**config.mk**
```make
export PLATFORM = sky130hd
export DESIGN_NAME = fetch_unit
export DESIGN_NICKNAME = d
export VERILOG_FILES = /design/src/rtl/fetch_unit.sv
export SDC_FILE = /design/constraint.sdc
export NUM_CORES = 1
export LEC_CHECK = 0
export ABC_CLOCK_PERIOD_IN_PS = 10200
export CAP_MARGIN = 0
export CORE_MARGIN = 2
export CORE_UTILIZATION = 50
export DETAILED_ROUTE_END_ITERATION = 10
export PLACE_DENSITY = 0.86
export SLEW_MARGIN = 20
export SYNTH_ARGS = -nofsm -noshare
export SYNTH_HDL_FRONTEND = slang
export SYNTH_SLANG_ARGS = --single-unit
```
**constraint.sdc**
```tcl
create_clock -name clk -period 10.2 [get_ports clk]
set_clock_uncertainty 0.1 [all_clocks]
set_input_delay 1.53 -clock clk [delete_from_list [all_inputs] [get_ports clk]]
set_output_delay 1.53 -clock clk [all_outputs]
set_load 0.02 [all_outputs]
```
**src/rtl/fetch_unit.sv**
```systemverilog
// Instruction-fetch stage: owns the fetch PC, issues in-order imem reads under a credit limit,
// buffers returned instructions for decode and squashes stale fetches when execute redirects.
module fetch_unit #(
    parameter logic [15:0] RESET_PC  = 16'h0000,
    parameter int          BUF_DEPTH = 2
) (
    input  logic        clk,
    input  logic        rst_n,
    input  logic        Redirect,
    input  logic [15:0] RedirectPC,
    input  logic        Stall,
    output logic        IMemReq,
    output logic [15:0] IMemAddr,
    input  logic        IMemReady,
    input  logic        IMemRspValid,
    input  logic [15:0] IMemRspData,
    output logic        InstrValid,
    output logic [15:0] InstrOut,
    output logic [15:0] InstrPC,
    output logic [15:0] PCPlus1
);
    localparam int OW = $clog2(BUF_DEPTH) + 1;
    localparam int IW = $clog2(BUF_DEPTH);
    localparam logic [IW-1:0] LAST_IDX = IW'(BUF_DEPTH - 1);
    localparam logic [OW-1:0] DEPTH_W  = OW'(BUF_DEPTH);

    typedef enum logic [1:0] {BOOT, FETCH, DRAIN} state_t;

    state_t        state_q, state_d;
    logic [15:0]   fetch_pc_q, fetch_pc_d;
    logic [OW-1:0] outstanding_q, outstanding_d;
    logic [OW-1:0] buf_count_q, buf_count_d;
    logic [IW-1:0] head_q, head_d;
    logic [IW-1:0] tail_q, tail_d;
    logic [15:0]   buf_instr_q [BUF_DEPTH];
    logic [15:0]   buf_instr_d [BUF_DEPTH];
    logic [15:0]   buf_pc_q    [BUF_DEPTH];
    logic [15:0]   buf_pc_d    [BUF_DEPTH];

    logic          has_entry;
    logic          pop;
    logic          xfer;
    logic          rsp_seen;
    logic          push;
    logic [OW:0]   credit_used;
    logic [15:0]   rsp_pc;
    logic [15:0]   head_pc;

    function automatic logic [IW-1:0] next_idx(input logic [IW-1:0] idx);
        return (idx == LAST_IDX) ? '0 : idx + 1'b1;
    endfunction

    assign has_entry  = (buf_count_q != '0);
    assign InstrValid = has_entry & ~Redirect;
    assign pop        = InstrValid & ~Stall;

    // A slot freed by this cycle's pop counts as available credit, which sustains 1 instr/cycle.
    assign credit_used = {1'b0, outstanding_q} + {1'b0, buf_count_q} - {{OW{1'b0}}, pop};
    assign IMemReq     = (state_q == FETCH) & ~Redirect & (credit_used < {1'b0, DEPTH_W});
    assign IMemAddr    = fetch_pc_q;
    assign xfer        = IMemReq & IMemReady;

    // In FETCH every in-flight request is consecutive and ends at fetch_pc_q - 1.
    assign rsp_seen = IMemRspValid & (outstanding_q != '0);
    assign push     = rsp_seen & (state_q == FETCH) & ~Redirect;
    assign rsp_pc   = fetch_pc_q - 16'(outstanding_q);

    assign head_pc  = buf_pc_q[head_q];
    assign InstrOut = has_entry ? buf_instr_q[head_q] : '0;
    assign InstrPC  = has_entry ? head_pc : '0;
    assign PCPlus1  = has_entry ? head_pc + 16'd1 : '0;

    always_comb begin
        state_d       = state_q;
        fetch_pc_d    = fetch_pc_q;
        outstanding_d = outstanding_q + OW'(xfer) - OW'(rsp_seen);
        buf_count_d   = buf_count_q;
        head_d        = head_q;
        tail_d        = tail_q;
        buf_instr_d   = buf_instr_q;
        buf_pc_d      = buf_pc_q;

        if (xfer) begin
            fetch_pc_d = fetch_pc_q + 16'd1;
        end

        if (Redirect) begin
            fetch_pc_d  = RedirectPC;
            buf_count_d = '0;
            head_d      = '0;
            tail_d      = '0;
        end else begin
            if (push) begin
                buf_instr_d[tail_q] = IMemRspData;
                buf_pc_d[tail_q]    = rsp_pc;
                tail_d              = next_idx(tail_q);
            end
            if (pop) begin
                head_d = next_idx(head_q);
            end
            buf_count_d = buf_count_q + OW'(push) - OW'(pop);
        end

        case (state_q)
            BOOT:    state_d = FETCH;
            FETCH:   if (Redirect && outstanding_d != '0) state_d = DRAIN;
            DRAIN:   if (outstanding_d == '0) state_d = FETCH;
            default: state_d = BOOT;
        endcase
    end

    always_ff @(posedge clk or negedge rst_n) begin
        if (!rst_n) begin
            state_q       <= BOOT;
            fetch_pc_q    <= RESET_PC;
            outstanding_q <= '0;
            buf_count_q   <= '0;
            head_q        <= '0;
            tail_q        <= '0;
            for (int i = 0; i < BUF_DEPTH; i++) begin
                buf_instr_q[i] <= '0;
                buf_pc_q[i]    <= '0;
            end
        end else begin
            state_q       <= state_d;
            fetch_pc_q    <= fetch_pc_d;
            outstanding_q <= outstanding_d;
            buf_count_q   <= buf_count_d;
            head_q        <= head_d;
            tail_q        <= tail_d;
            buf_instr_q   <= buf_instr_d;
            buf_pc_q      <= buf_pc_d;
        end
    end

    // The credit limit must make both of these impossible.
    buffer_overflow_a: assert property (@(posedge clk) disable iff (!rst_n)
        !(push && !pop && buf_count_q == DEPTH_W));
    outstanding_bound_a: assert property (@(posedge clk) disable iff (!rst_n)
        outstanding_q <= DEPTH_W);

endmodule

```
==> flow_metrics.env <==
export IMPL_min_path_type="flop to flop"
export IMPL_r2r_cells=13
export IMPL_worstReg2RegEnd="state_q[0]"
export IMPL_dp_hpwl_mm=8.047
export IMPL_cts_root_buf="clkbuf_8"
export IMPL_internal_power_w=0.0009752
export IMPL_antennaDiodeCount=0
export IMPL_wire_per_inst_microns=15.28
export IMPL_ios=104
export IMPL_rsz0062_at_grt="no"
export IMPL_pwr_share_comb=0.478
export IMPL_power_share_switching=0.4008
export IMPL_cp_required_ps=8570
export IMPL_rows=36
export IMPL_yosys_area_top_type="dfrtp_1"
export IMPL_path_class="input port to output pin"
export IMPL_pwr_share_clk=0.152
export IMPL_path_max_fanout=33
export IMPL_hold_violations=0
export IMPL_synthTopCellsByCount="dfrtp_1 (88), nor2_1 (72), nand2_1 (45)"
export IMPL_hold_slack_ps=388.5
export IMPL_yosys_warnings=0
export IMPL_dr_pass1_iters=4
export IMPL_cts_tree="yes"
export IMPL_synth_top_area_frac=0.4499
export IMPL_gp_congestion=0.8804
export IMPL_timing_final_crit_share=0.5764
export IMPL_clk_latency_ps=360
export IMPL_drive_above_1_share=0.1119
export IMPL_cts_setup_buffers=0
export IMPL_powerDensity_nw_per_um2=261.8
export IMPL_syn_area_sq_um=4895
export IMPL_cts_sinks=88
export IMPL_path_clk_slew_ps=90
export IMPL_tns_ps=0
export IMPL_start_util=0.5078
export IMPL_startpoint="Redirect"
export IMPL_fmax_ghz=0.1701
export IMPL_h_tree_depth=3
export IMPL_crit_path_end_kind="output pin"
export IMPL_yosys_most_used_dff="dfrtp_1"
export IMPL_endpoint="IMemReq"
export IMPL_grt_max_degree=89
export IMPL_antenna_found_initial=0
export IMPL_ys_seq_area_frac=0.4499
export IMPL_syn_area_per_cell_sq_um=9.654
export IMPL_worst_slew_pin_slew_ps=772.4
export IMPL_fin_area_sq_um=6216
export IMPL_cts_buffers=9
export IMPL_r2r_start="buf_count_q[1]"
export IMPL_cts_resized=0
export IMPL_setup_viol=0
export IMPL_clockBufferDepth=2
export IMPL_ant_nets=0
export IMPL_synth_async_sr_flop_share=1.000
export IMPL_area_growth_pct=26.99
export IMPL_gr_total_overflow=0
export IMPL_place_area_sq_um=6007
export IMPL_grt_pass1_vias=3895
export IMPL_cp_data_arrival_time_ps=4250
export IMPL_vias_per_cell=5.459
export IMPL_synth_edf_count=0
export IMPL_cts_hold_buf=0
export IMPL_switchingPower_w=0.0006524
export IMPL_io_buffers=103
export IMPL_fin_nets=643
export IMPL_first_iter_violations=168
export IMPL_drt_wl_total_mm=11.19
export IMPL_ys_ff_latch=88
export IMPL_synth_most_common_cell="dfrtp_1"
export IMPL_track_usage=0.2236
export IMPL_drc_errors=0
export IMPL_core_sq_um=9639
export IMPL_maxCapViolCount=0
export IMPL_vias=3996
export IMPL_critPathLaunchType="input port"
export IMPL_slew_headroom=0.4850
export IMPL_maxSlewViolCount=0
export IMPL_status="finished, final reports clean"
export IMPL_syn_num_nets=556
export IMPL_p_leak_nw=2.499
export IMPL_synth_area_leaders="dfrtp_1 (45%), mux2_2 (9.0%), mux2i_1 (6.3%), nor2_1 (5.5%), xnor2_1 (3.9%)"
export IMPL_die_area_sq_um=10600
export IMPL_vdd_drop_max_v=0.0001127
export IMPL_pwr_share_seq=0.370
export IMPL_r2r_setup_slack_ps=6280
export IMPL_syn_inst=507
export IMPL_yosysUniqueCellTypes=41
export IMPL_die_w_microns=102.9
export IMPL_finalCriticalPeriod_ps=5879
export IMPL_grt_pass1_wl_mm=18.61
export IMPL_die_h_microns=102.9
## cell families after synthesis
logic type                 after synthesis  synth area share
and+or+nand+nor                        186            0.1807
adders and majority gates               11           0.03119
DFF                                     88            0.4499
AOI/OAI and AO/OA                       77           0.08896
xor gates and xnor gates                35           0.06263
buffers and inverters                   40           0.03349
muxes                                   70            0.1531
## power by group through the flow
stage	clock network (W)	registers, W	logic (W)
floorplan	0	0.000570	0.000531
global placement	0	0.000594	0.000752
global route	0.000263	0.000621	0.000860
CTS	0.000250	0.000602	0.000783
finish	0.000247	0.000602	0.000779
detailed placement	0	0.000609	0.000779
## area by class of cell
cell class              instances  area (sq um)
repair buffers                108          1070
well taps                     133         166.4
clock inverters                 6         67.56
multi-input cells             379          2541
flip-flops and latches         88          2203
fillers                       788          3423
clock buffers                  10         137.6
inverters                       8         30.03
## through the flow
stage	worst slack [ps]	power [W]	util	instances
detailed placement	4335	0.001387	0.6232	716
global placement	4362	0.001346	0.6232	716
floorplan	5584	0.001102	-	507
finish	4321	0.001628	0.6449	732
CTS	4278	0.001634	0.6445	732
global route	4133	0.001744	0.6449	732
## registers in the layout (all words and copies together), names as in the netlist
signal         flops
buf_instr_q       32
head_q             1
buf_count_q        2
state_q            2
buf_pc_q          32
tail_q             1
IMemAddr          16
outstanding_q      2
## layout by cell type (no fill, tap or decap), types with 3 or more instances in the layout
cell type and instances:
nand4b_1 5, nor2_1 71, o21ai_0 31, inv_1 8
or3_1 6, ha_1 9, mux2i_1 31, xor2_1 13
nor3_1 10, nand2_1 45, xnor2_1 22, a21oi_1 28
dfrtp_1 87, buf_4 5, nor3b_1 3, nor4_1 4
clkbuf_8 10, mux2_2 39, nand3_1 13, clkdlybuf4s50_1 102
nor2b_1 10, o311ai_0 6, nand4_1 8
## per-layer routing
| metal | routed length (microns) | vias to the layer above | track usage |
|---|---|---|---|
| met3 | 433 | 16 | 0.02305 |
| met1 | 5002 | 1939 | 0.3091 |
| met5 | 0 | - | 0 |
| met4 | 214 | 0 | 0.07794 |
| li1 | - | 1928 | - |
| met2 | 5536 | 113 | 0.3691 |
## critical path: stages
cell and delay [ps]:
clkdlybuf4s50_1 390, buf_4 240, nor4_1 430, o21ai_0 210, fa_1 400, xor2_1 210
and3_1 210, clkdlybuf4s50_1 620
## worst min path at each step
stage / startpoint / depth (start not counted) / end
2_1_floorplan: buf_pc_q[13] / 2 / buf_pc_q[13]
3_3_place_gp: buf_pc_q[13] / 2 / buf_pc_q[13]
3_5_place_dp: buf_pc_q[13] / 2 / buf_pc_q[13]
4_1_cts: buf_pc_q[13] / 2 / buf_pc_q[13]
5_1_grt: buf_pc_q[13] / 2 / buf_pc_q[13]
6_report: buf_pc_q[13] / 2 / buf_pc_q[13]
Note: power is estimated with default switching activity, not from simulation.
